File: config.mk
export PLATFORM = sky130hd
export DESIGN_NAME = vram_tile_snooper_flat
export DESIGN_NICKNAME = d
export VERILOG_FILES = /design/src/rtl/xlate_pkg.sv /design/src/rtl/vram_tile_snooper_if.sv /design/src/rtl/tile_sig_fifo.sv /design/src/rtl/vram_tile_snooper.sv /design/src/flat_wrapper.sv
export SDC_FILE = /design/constraint.sdc
export NUM_CORES = 1
export LEC_CHECK = 0
export CAP_MARGIN = 5
export CORE_MARGIN = 1.5
export CORE_UTILIZATION = 52
export CTS_BUF_LIST = sky130_fd_sc_hd__clkbuf_4 sky130_fd_sc_hd__clkbuf_8 sky130_fd_sc_hd__clkbuf_16
export CTS_CLUSTER_DIAMETER = 30
export DETAILED_ROUTE_END_ITERATION = 6
export PLACE_DENSITY = 0.77
export SYNTH_ARGS = -nofsm -noshare
export SYNTH_HDL_FRONTEND = slang
export SYNTH_SLANG_ARGS = --single-unit
File: constraint.sdc
create_clock -name clk -period 3.1 [get_ports clk]
set_clock_uncertainty 0.2 [all_clocks]
set_input_delay 0.31 -clock clk [delete_from_list [all_inputs] [get_ports clk]]
set_output_delay 0.31 -clock clk [all_outputs]
set_load 0.005 [all_outputs]
File: src/rtl/xlate_pkg.sv
// Shared types for the VRAM tile snooper: window defaults, signature payload,
// snoop FSM state encoding and the per-byte signature step.
package xlate_pkg;

  localparam logic [15:0] TILE_BASE_DEF = 16'h8000;
  localparam logic [15:0] TILE_END_DEF  = 16'h97FF;

  localparam int unsigned ADDR_W     = 16;
  localparam int unsigned DATA_W     = 8;
  localparam int unsigned TILE_IDX_W = 9;
  localparam int unsigned HASH_W     = 16;
  localparam int unsigned OFF_W      = 4;

  // One completed tile: its index and the 16-bit signature of its 16 bytes.
  typedef struct packed {
    logic [8:0]  tile_index;
    logic [15:0] hash;
  } tile_sig_t;

  typedef enum logic {
    IDLE    = 1'b0,
    COLLECT = 1'b1
  } snoop_state_e;

  // Rotate left by 5, then fold the data byte into the low bits.
  function automatic logic [15:0] hash_step(input logic [15:0] h, input logic [7:0] d);
    return {h[10:0], h[15:11]} ^ {8'h00, d};
  endfunction

endpackage

File: src/rtl/vram_tile_snooper_if.sv
// CPU write bus snooped by the tile snooper plus the signature output stream.
//   bus_wr/bus_addr/bus_data : one-cycle VRAM write strobe, address, data
//   sig_valid/sig_ready      : signature stream handshake
//   sig_tile_index/sig_hash  : head-of-FIFO signature payload
interface vram_tile_snooper_if;
  import xlate_pkg::*;

  logic                  bus_wr;
  logic [ADDR_W-1:0]     bus_addr;
  logic [DATA_W-1:0]     bus_data;
  logic                  sig_valid;
  logic                  sig_ready;
  logic [TILE_IDX_W-1:0] sig_tile_index;
  logic [HASH_W-1:0]     sig_hash;

  modport master (
    output bus_wr, bus_addr, bus_data, sig_ready,
    input  sig_valid, sig_tile_index, sig_hash
  );

  modport slave (
    input  bus_wr, bus_addr, bus_data, sig_ready,
    output sig_valid, sig_tile_index, sig_hash
  );
endinterface

File: src/rtl/tile_sig_fifo.sv
// Small signature FIFO. A push is accepted when not full, or when full and the
// head is popped in the same cycle; otherwise drop_c flags the lost entry.
//   push/push_data : write request and payload
//   ready          : consumer accepts head (pop when valid && ready)
//   valid/head     : head entry, held stable until popped
//   drop_c         : combinational, push refused this cycle
module tile_sig_fifo
  import xlate_pkg::*;
#(
  parameter int unsigned DEPTH = 4
) (
  input  logic      clk,
  input  logic      rst_n,
  input  logic      push,
  input  tile_sig_t push_data,
  input  logic      ready,
  output logic      valid,
  output tile_sig_t head,
  output logic      drop_c
);

  localparam int unsigned PW = (DEPTH > 1) ? $clog2(DEPTH) : 1;
  localparam int unsigned CW = $clog2(DEPTH + 1);

  tile_sig_t         mem [DEPTH];
  logic [PW-1:0]     wptr;
  logic [PW-1:0]     rptr;
  logic [CW-1:0]     count;
  logic              pop_c;
  logic              accept_c;

  assign valid    = (count != '0);
  assign head     = mem[rptr];
  assign pop_c    = valid && ready;
  assign accept_c = push && ((count < CW'(DEPTH)) || pop_c);
  assign drop_c   = push && !accept_c;

  // Storage and pointers; depth is a power of two so pointers wrap naturally.
  always_ff @(posedge clk or negedge rst_n) begin
    if (!rst_n) begin
      for (int i = 0; i < int'(DEPTH); i++) mem[i] <= '0;
      wptr  <= '0;
      rptr  <= '0;
      count <= '0;
    end else begin
      if (accept_c) begin
        mem[wptr] <= push_data;
        wptr      <= wptr + PW'(1);
      end
      if (pop_c) rptr <= rptr + PW'(1);
      case ({accept_c, pop_c})
        2'b10:   count <= count + CW'(1);
        2'b01:   count <= count - CW'(1);
        default: count <= count;
      endcase
    end
  end

endmodule

File: src/rtl/vram_tile_snooper.sv
// Snoops CPU writes into the VRAM tile-data window, assembles each tile's 16
// bytes written in order, and queues a {tile index, signature} per completed
// tile for a downstream hash lookup.
//   clk, rst_n      : clock, async active-low reset
//   cfg_enable      : snooping enable (0 aborts assembly, FIFO keeps draining)
//   bus             : write bus in, signature stream out
//   cur_tile_index  : combinational tile index of this cycle's in-window write
//   cur_byte_offset : combinational byte offset of this cycle's in-window write
//   drop_cnt        : saturating count of tiles lost to a full FIFO
module vram_tile_snooper
  import xlate_pkg::*;
#(
  parameter logic [15:0] TILE_BASE      = TILE_BASE_DEF,
  parameter logic [15:0] TILE_END       = TILE_END_DEF,
  parameter int unsigned FIFO_DEPTH     = 4,
  parameter int unsigned TIMEOUT_CYCLES = 1024
) (
  input  logic                  clk,
  input  logic                  rst_n,
  input  logic                  cfg_enable,
  vram_tile_snooper_if.slave    bus,
  output logic [TILE_IDX_W-1:0] cur_tile_index,
  output logic [OFF_W-1:0]      cur_byte_offset,
  output logic [7:0]            drop_cnt
);

  localparam int unsigned IW = $clog2(TIMEOUT_CYCLES + 1);

  snoop_state_e          state_q, state_d;
  logic [TILE_IDX_W-1:0] tile_q, tile_d;
  logic [OFF_W-1:0]      off_q, off_d;
  logic [HASH_W-1:0]     hash_q, hash_d;
  logic [IW-1:0]         idle_q, idle_d;

  logic                  in_win_c;
  logic [TILE_IDX_W-1:0] tile_c;
  logic [OFF_W-1:0]      off_c;
  logic                  start_c;
  logic                  push_c;
  tile_sig_t             push_data_c;
  tile_sig_t             head;
  logic                  drop_c;

  // Window decode of the current bus write.
  always_comb begin
    in_win_c        = bus.bus_wr && (bus.bus_addr >= TILE_BASE) && (bus.bus_addr <= TILE_END);
    tile_c          = TILE_IDX_W'((bus.bus_addr - TILE_BASE) >> 4);
    off_c           = bus.bus_addr[3:0];
    cur_tile_index  = in_win_c ? tile_c : '0;
    cur_byte_offset = in_win_c ? off_c : '0;
  end

  // Snoop FSM state register.
  always_ff @(posedge clk or negedge rst_n) begin
    if (!rst_n) begin
      state_q <= IDLE;
      tile_q  <= '0;
      off_q   <= '0;
      hash_q  <= '0;
      idle_q  <= '0;
    end else begin
      state_q <= state_d;
      tile_q  <= tile_d;
      off_q   <= off_d;
      hash_q  <= hash_d;
      idle_q  <= idle_d;
    end
  end

  // Snoop FSM next state. An offset-0 write always (re)starts a tile, since
  // the expected offset is never 0 while collecting.
  always_comb begin
    state_d     = state_q;
    tile_d      = tile_q;
    off_d       = off_q;
    hash_d      = hash_q;
    idle_d      = idle_q;
    start_c     = 1'b0;
    push_c      = 1'b0;
    push_data_c = '{tile_index: tile_q, hash: hash_step(hash_q, bus.bus_data)};

    if (!cfg_enable) begin
      state_d = IDLE;
      off_d   = '0;
      hash_d  = '0;
      idle_d  = '0;
    end else begin
      case (state_q)
        IDLE: start_c = in_win_c && (off_c == '0);
        COLLECT: begin
          if (in_win_c) begin
            idle_d = '0;
            if ((tile_c == tile_q) && (off_c == off_q)) begin
              hash_d = hash_step(hash_q, bus.bus_data);
              if (off_q == 4'hF) begin
                push_c  = 1'b1;
                state_d = IDLE;
                off_d   = '0;
              end else begin
                off_d = off_q + 4'd1;
              end
            end else if (off_c == '0) begin
              start_c = 1'b1;
            end else begin
              state_d = IDLE;
              off_d   = '0;
            end
          end else if (idle_q == IW'(TIMEOUT_CYCLES - 1)) begin
            state_d = IDLE;
            off_d   = '0;
            idle_d  = '0;
          end else begin
            idle_d = idle_q + IW'(1);
          end
        end
        default: state_d = IDLE;
      endcase

      if (start_c) begin
        state_d = COLLECT;
        tile_d  = tile_c;
        off_d   = 4'd1;
        hash_d  = hash_step(16'hFFFF, bus.bus_data);
        idle_d  = '0;
      end
    end
  end

  tile_sig_fifo #(.DEPTH(FIFO_DEPTH)) u_fifo (
    .clk       (clk),
    .rst_n     (rst_n),
    .push      (push_c),
    .push_data (push_data_c),
    .ready     (bus.sig_ready),
    .valid     (bus.sig_valid),
    .head      (head),
    .drop_c    (drop_c)
  );

  assign bus.sig_tile_index = head.tile_index;
  assign bus.sig_hash       = head.hash;

  // Lost-tile counter, saturating.
  always_ff @(posedge clk or negedge rst_n) begin
    if (!rst_n) drop_cnt <= '0;
    else if (drop_c && (drop_cnt != 8'hFF)) drop_cnt <= drop_cnt + 8'd1;
  end

endmodule

File: src/flat_wrapper.sv
// flat-port wrapper written by rule: the top's interface ports become plain ports
module vram_tile_snooper_flat import xlate_pkg::*;
#(
  parameter logic [15:0] TILE_BASE      = TILE_BASE_DEF,
  parameter logic [15:0] TILE_END       = TILE_END_DEF,
  parameter int unsigned FIFO_DEPTH     = 4,
  parameter int unsigned TIMEOUT_CYCLES = 1024
)
  (clk, rst_n, cfg_enable, cur_tile_index, cur_byte_offset, drop_cnt, bus_bus_wr, bus_bus_addr, bus_bus_data, bus_sig_ready, bus_sig_valid, bus_sig_tile_index, bus_sig_hash);
  vram_tile_snooper_if bus_i ();
  input  logic clk;
  input  logic rst_n;
  input  logic cfg_enable;
  output logic [TILE_IDX_W-1:0] cur_tile_index;
  output logic [OFF_W-1:0] cur_byte_offset;
  output logic [7:0] drop_cnt;
  input wire logic [$bits(bus_i.bus_wr)-1:0] bus_bus_wr;
  input wire logic [$bits(bus_i.bus_addr)-1:0] bus_bus_addr;
  input wire logic [$bits(bus_i.bus_data)-1:0] bus_bus_data;
  input wire logic [$bits(bus_i.sig_ready)-1:0] bus_sig_ready;
  output wire logic [$bits(bus_i.sig_valid)-1:0] bus_sig_valid;
  output wire logic [$bits(bus_i.sig_tile_index)-1:0] bus_sig_tile_index;
  output wire logic [$bits(bus_i.sig_hash)-1:0] bus_sig_hash;
  assign bus_i.bus_wr = bus_bus_wr;
  assign bus_i.bus_addr = bus_bus_addr;
  assign bus_i.bus_data = bus_bus_data;
  assign bus_i.sig_ready = bus_sig_ready;
  assign bus_sig_valid = bus_i.sig_valid;
  assign bus_sig_tile_index = bus_i.sig_tile_index;
  assign bus_sig_hash = bus_i.sig_hash;
  vram_tile_snooper #(.TILE_BASE(TILE_BASE), .TILE_END(TILE_END), .FIFO_DEPTH(FIFO_DEPTH), .TIMEOUT_CYCLES(TIMEOUT_CYCLES)) u_core (.clk(clk), .rst_n(rst_n), .cfg_enable(cfg_enable), .bus(bus_i), .cur_tile_index(cur_tile_index), .cur_byte_offset(cur_byte_offset), .drop_cnt(drop_cnt));
endmodule
==> results.yml <==
run_status:
  status: "finished, final reports clean"
synthesis:
  async_flop_share_pct: 100
  ys_warn_count: 0
  ys_seq_elements: 156
  synth_top_flop_cell: "dfrtp_1"
  synthCells: 550
  synthesis.area_sq_um: 7770
  synth_edf_count: 0
  synthMuxAreaShare_pct: 27.6
  ys_seq_area_share_pct: 50.2
  synthAdderAreaFrac_pct: 1.54
  ys_types: 51
  synth_xor_area_share_pct: 4.51
  synth_compound_area_share_pct: 5.07
  synth_simple_gate_area_share_pct: 8.16
  syn-num-nets: 588
  synth_top_family_by_area: "multiplexers"
  syn_avg_cell_area_sq_um: 14.1
detailed_routing:
  vias_per_cell: 5.78
  wirelength_um: 16500
  route.antenna.remaining_nets: 0
  drc: 0
  drtIter0Drc: 305
  routedWlPerCell_um: 19.5
  dr.pass1.iters: 4
  num_vias: 4892
clock_network:
  worstSkewPairLatency_ns: 0.42
  cts_buffers: 17
  cts_root_buffer: "clkbuf_16"
  cts_tree: "built"
  clkTransAtPathRegs_ns: 0.06
  htree_levels: 4
  cts_buffer_depth: 2
  cts.sinks: 156
global_route:
  grt_pass1_vias: 5275
  antenna_found_initial: 0
  track_usage_pct: 22.6
  grt_max_degree: 88
  overflow: 0
  grt_pass1_wl_um: 27900
sta:
  whs_ns: 0.157
  fin_crit_sh_pct: 93.1
  period_needed_ns: 2.88
  finalSetupViolations: 0
  rsz0062_at_grt: "false"
  fin_ws_ns: 0.215
  worstMarginPinSlew_ns: 0.472
  fmax_mhz: 347
  hold_violations: 0
  slew_viol_final: 0
  timing.slew.headroom_pct: 68.4
critical_path:
  critPathTopFamily: "simple AND/OR/NAND/NOR gates"
  worstPathMaxFanout: 6
  worst-r2r-cell-count: 9
  slowest_stage: "or3b_2"
  rrSetupSlack_ns: 0.22
  crit_type: "register to register"
  path_cells: "xnor2_1 > nand4_1 > nor4_2 > or3b_2 > ha_1 > fa_1 > xnor2_1 > nor2_1 > xor2_1"
  cp.required_ns: 3.20
  worstSetupEndpointType: "register"
  crit_buf_inv: 0
  max_stage_delay_ns: 0.50
  worst_path_most_repeated_cell: "xnor2_1"
  startpoint_type: "register"
  r2r_end: "u_core.u_fifo.count[2]"
  crit_arrival_ns: 2.99
  rr_startpoint: "u_core.tile_q[4]"
pwr:
  power.total_mw: 4.22
  seqPwrFrac_pct: 48.7
  p_leak_nw: 4.68
  p_sw_mw: 0.855
  p_per_area_nw_per_um2: 443
  ir_worst_vdd_v: 0.000406
  pwr-share-comb_pct: 4.0
  p_clk_share_pct: 47.3
  p_int_mw: 3.37
  swShare_pct: 20.3
die:
  io_pins: 76
  rows: 44
  die_y_um: 125
  core_sq_um: 14600
  die-area_sq_um: 15700
  die_x_um: 125
  start_util_pct: 53.3
layout:
  antenna_cells: 0
  finalNetCount: 691
  drive_gt1_share_pct: 31.9
  final_cell_mix: "dfrtp_1, mux2_4, clkdlybuf4s50_1"
  layout_commonest_cell: "dfrtp_1"
  area_growth_pct: 22.7
  fin_area_sq_um: 9540
place:
  placed_cell_area_sq_um: 8960
  gp_congestion: 0.849
  place_hpwl_um: 11600
  portBuffers: 75
  place_ws_ns: -0.129
min_path:
  hp-class: "primary input to async pin"
run:
  maxCapViolCount: 0
-- worst reg2reg max path, stage by stage, from the launching register on --
cell and delay (ns):
dfrtp_1 0.47, xnor2_1 0.23, nand4_1 0.13, nor4_2 0.29, or3b_2 0.50, ha_1 0.22
fa_1 0.38, xnor2_1 0.16, nor2_1 0.07, xor2_1 0.13
-- area by class of cell --
cell class	instances	area, sq um
Fill cell	1056	5050
Sequential cell	156	3900
Multi-Input combinational cell	350	3640
Timing Repair Buffer	109	1120
Clock buffer	27	538
Tap cell	184	230
Inverter	19	71.3
Clock inverter	1	30.0
-- cells by family after synthesis --
kind of cell | Yosys count
buffers and inverters | 44
adders and majority gates | 9
xor gates and xnor gates | 40
AOI/OAI and AO/OA | 55
DFF | 156
muxes | 139
and+or+nand+nor | 107
-- metal layers --
metal | GRT usage (%) | wire, um | vias up
li1 | - | - | 2210
met1 | 30.5 | 7260 | 2542
met2 | 36.6 | 8250 | 121
met3 | 5.13 | 738 | 19
met4 | 7.55 | 277 | 0
met5 | 0 | 0 | -
-- synthesized netlist by cell type, drive strengths merged, types with 3 or more instances --
library cell	instances	area [sq um]
nor2	14	52.6
o31ai	7	52.6
nand3	8	40.0
mux2	111	1550
ha	8	100
o221a	3	33.8
mux4	25	563
inv	18	67.6
nor4	3	25.0
xnor2	23	201
and2	5	31.3
a311oi	4	35.0
clkbuf	12	45.0
nand4	9	62.6
and3	22	138
nor2b	3	18.8
dfrtp	156	3900
nand2	27	131
o21ai	17	85.1
a21o	3	22.5
a221oi	6	52.6
a21oi	5	25.0
mux2i	3	30.0
xor2	17	149
buf	13	113
-- sequential cells by signal (all words and copies together), names as in the netlist --
signal and cells:
u_core.off_q 4, u_core.u_fifo.rptr 2, u_core.drop_cnt 8, u_core.u_fifo.count 3, u_core.hash_q 16, u_core.state_q 1
u_core.tile_q 9, u_core.idle_q 11, u_core.u_fifo.mem 100, u_core.u_fifo.wptr 2
-- stage by stage --
stage / instances / setup TNS (ns) / util [%]
after floorplan: 550 / 0 / -
after global placement: 817 / -0.153 / 61.4
after detailed placement: 817 / -0.220 / 61.4
after CTS: 846 / 0 / 65.4
after global routing: 846 / 0 / 65.4
final: 846 / 0 / 65.4
-- worst max path at each step --
stage	from	cells after the start	endpoint	slack, ns
floorplan	u_core.off_q[0]	10	u_core.u_fifo.count[2]	0.08
global placement	bus_bus_addr[6]	10	u_core.u_fifo.count[2]	-0.1
detailed placement	bus_bus_addr[6]	10	u_core.u_fifo.count[2]	-0.13
CTS	u_core.tile_q[4]	9	u_core.u_fifo.count[2]	0.18
global route	u_core.tile_q[4]	9	u_core.u_fifo.count[2]	0.01
finish	u_core.tile_q[4]	9	u_core.u_fifo.count[2]	0.22
-- what timing repair did --
action	CTS	global route
endpoints found under the hold margin	37	0
gates resized for setup	0	0
buffers inserted	0	0
hold buffers	1	0
-- power by group through the flow --
stage / registers, mW / logic, mW / clock network (mW)
after detailed placement: 2.09 / 0.170 / 0
after CTS: 2.06 / 0.173 / 2.03
after global routing: 2.06 / 0.188 / 2.14
after floorplan: 2.09 / 0.0511 / 0
after global placement: 2.09 / 0.165 / 0
final: 2.06 / 0.168 / 2.00
Power figures use the tool's default switching activity.
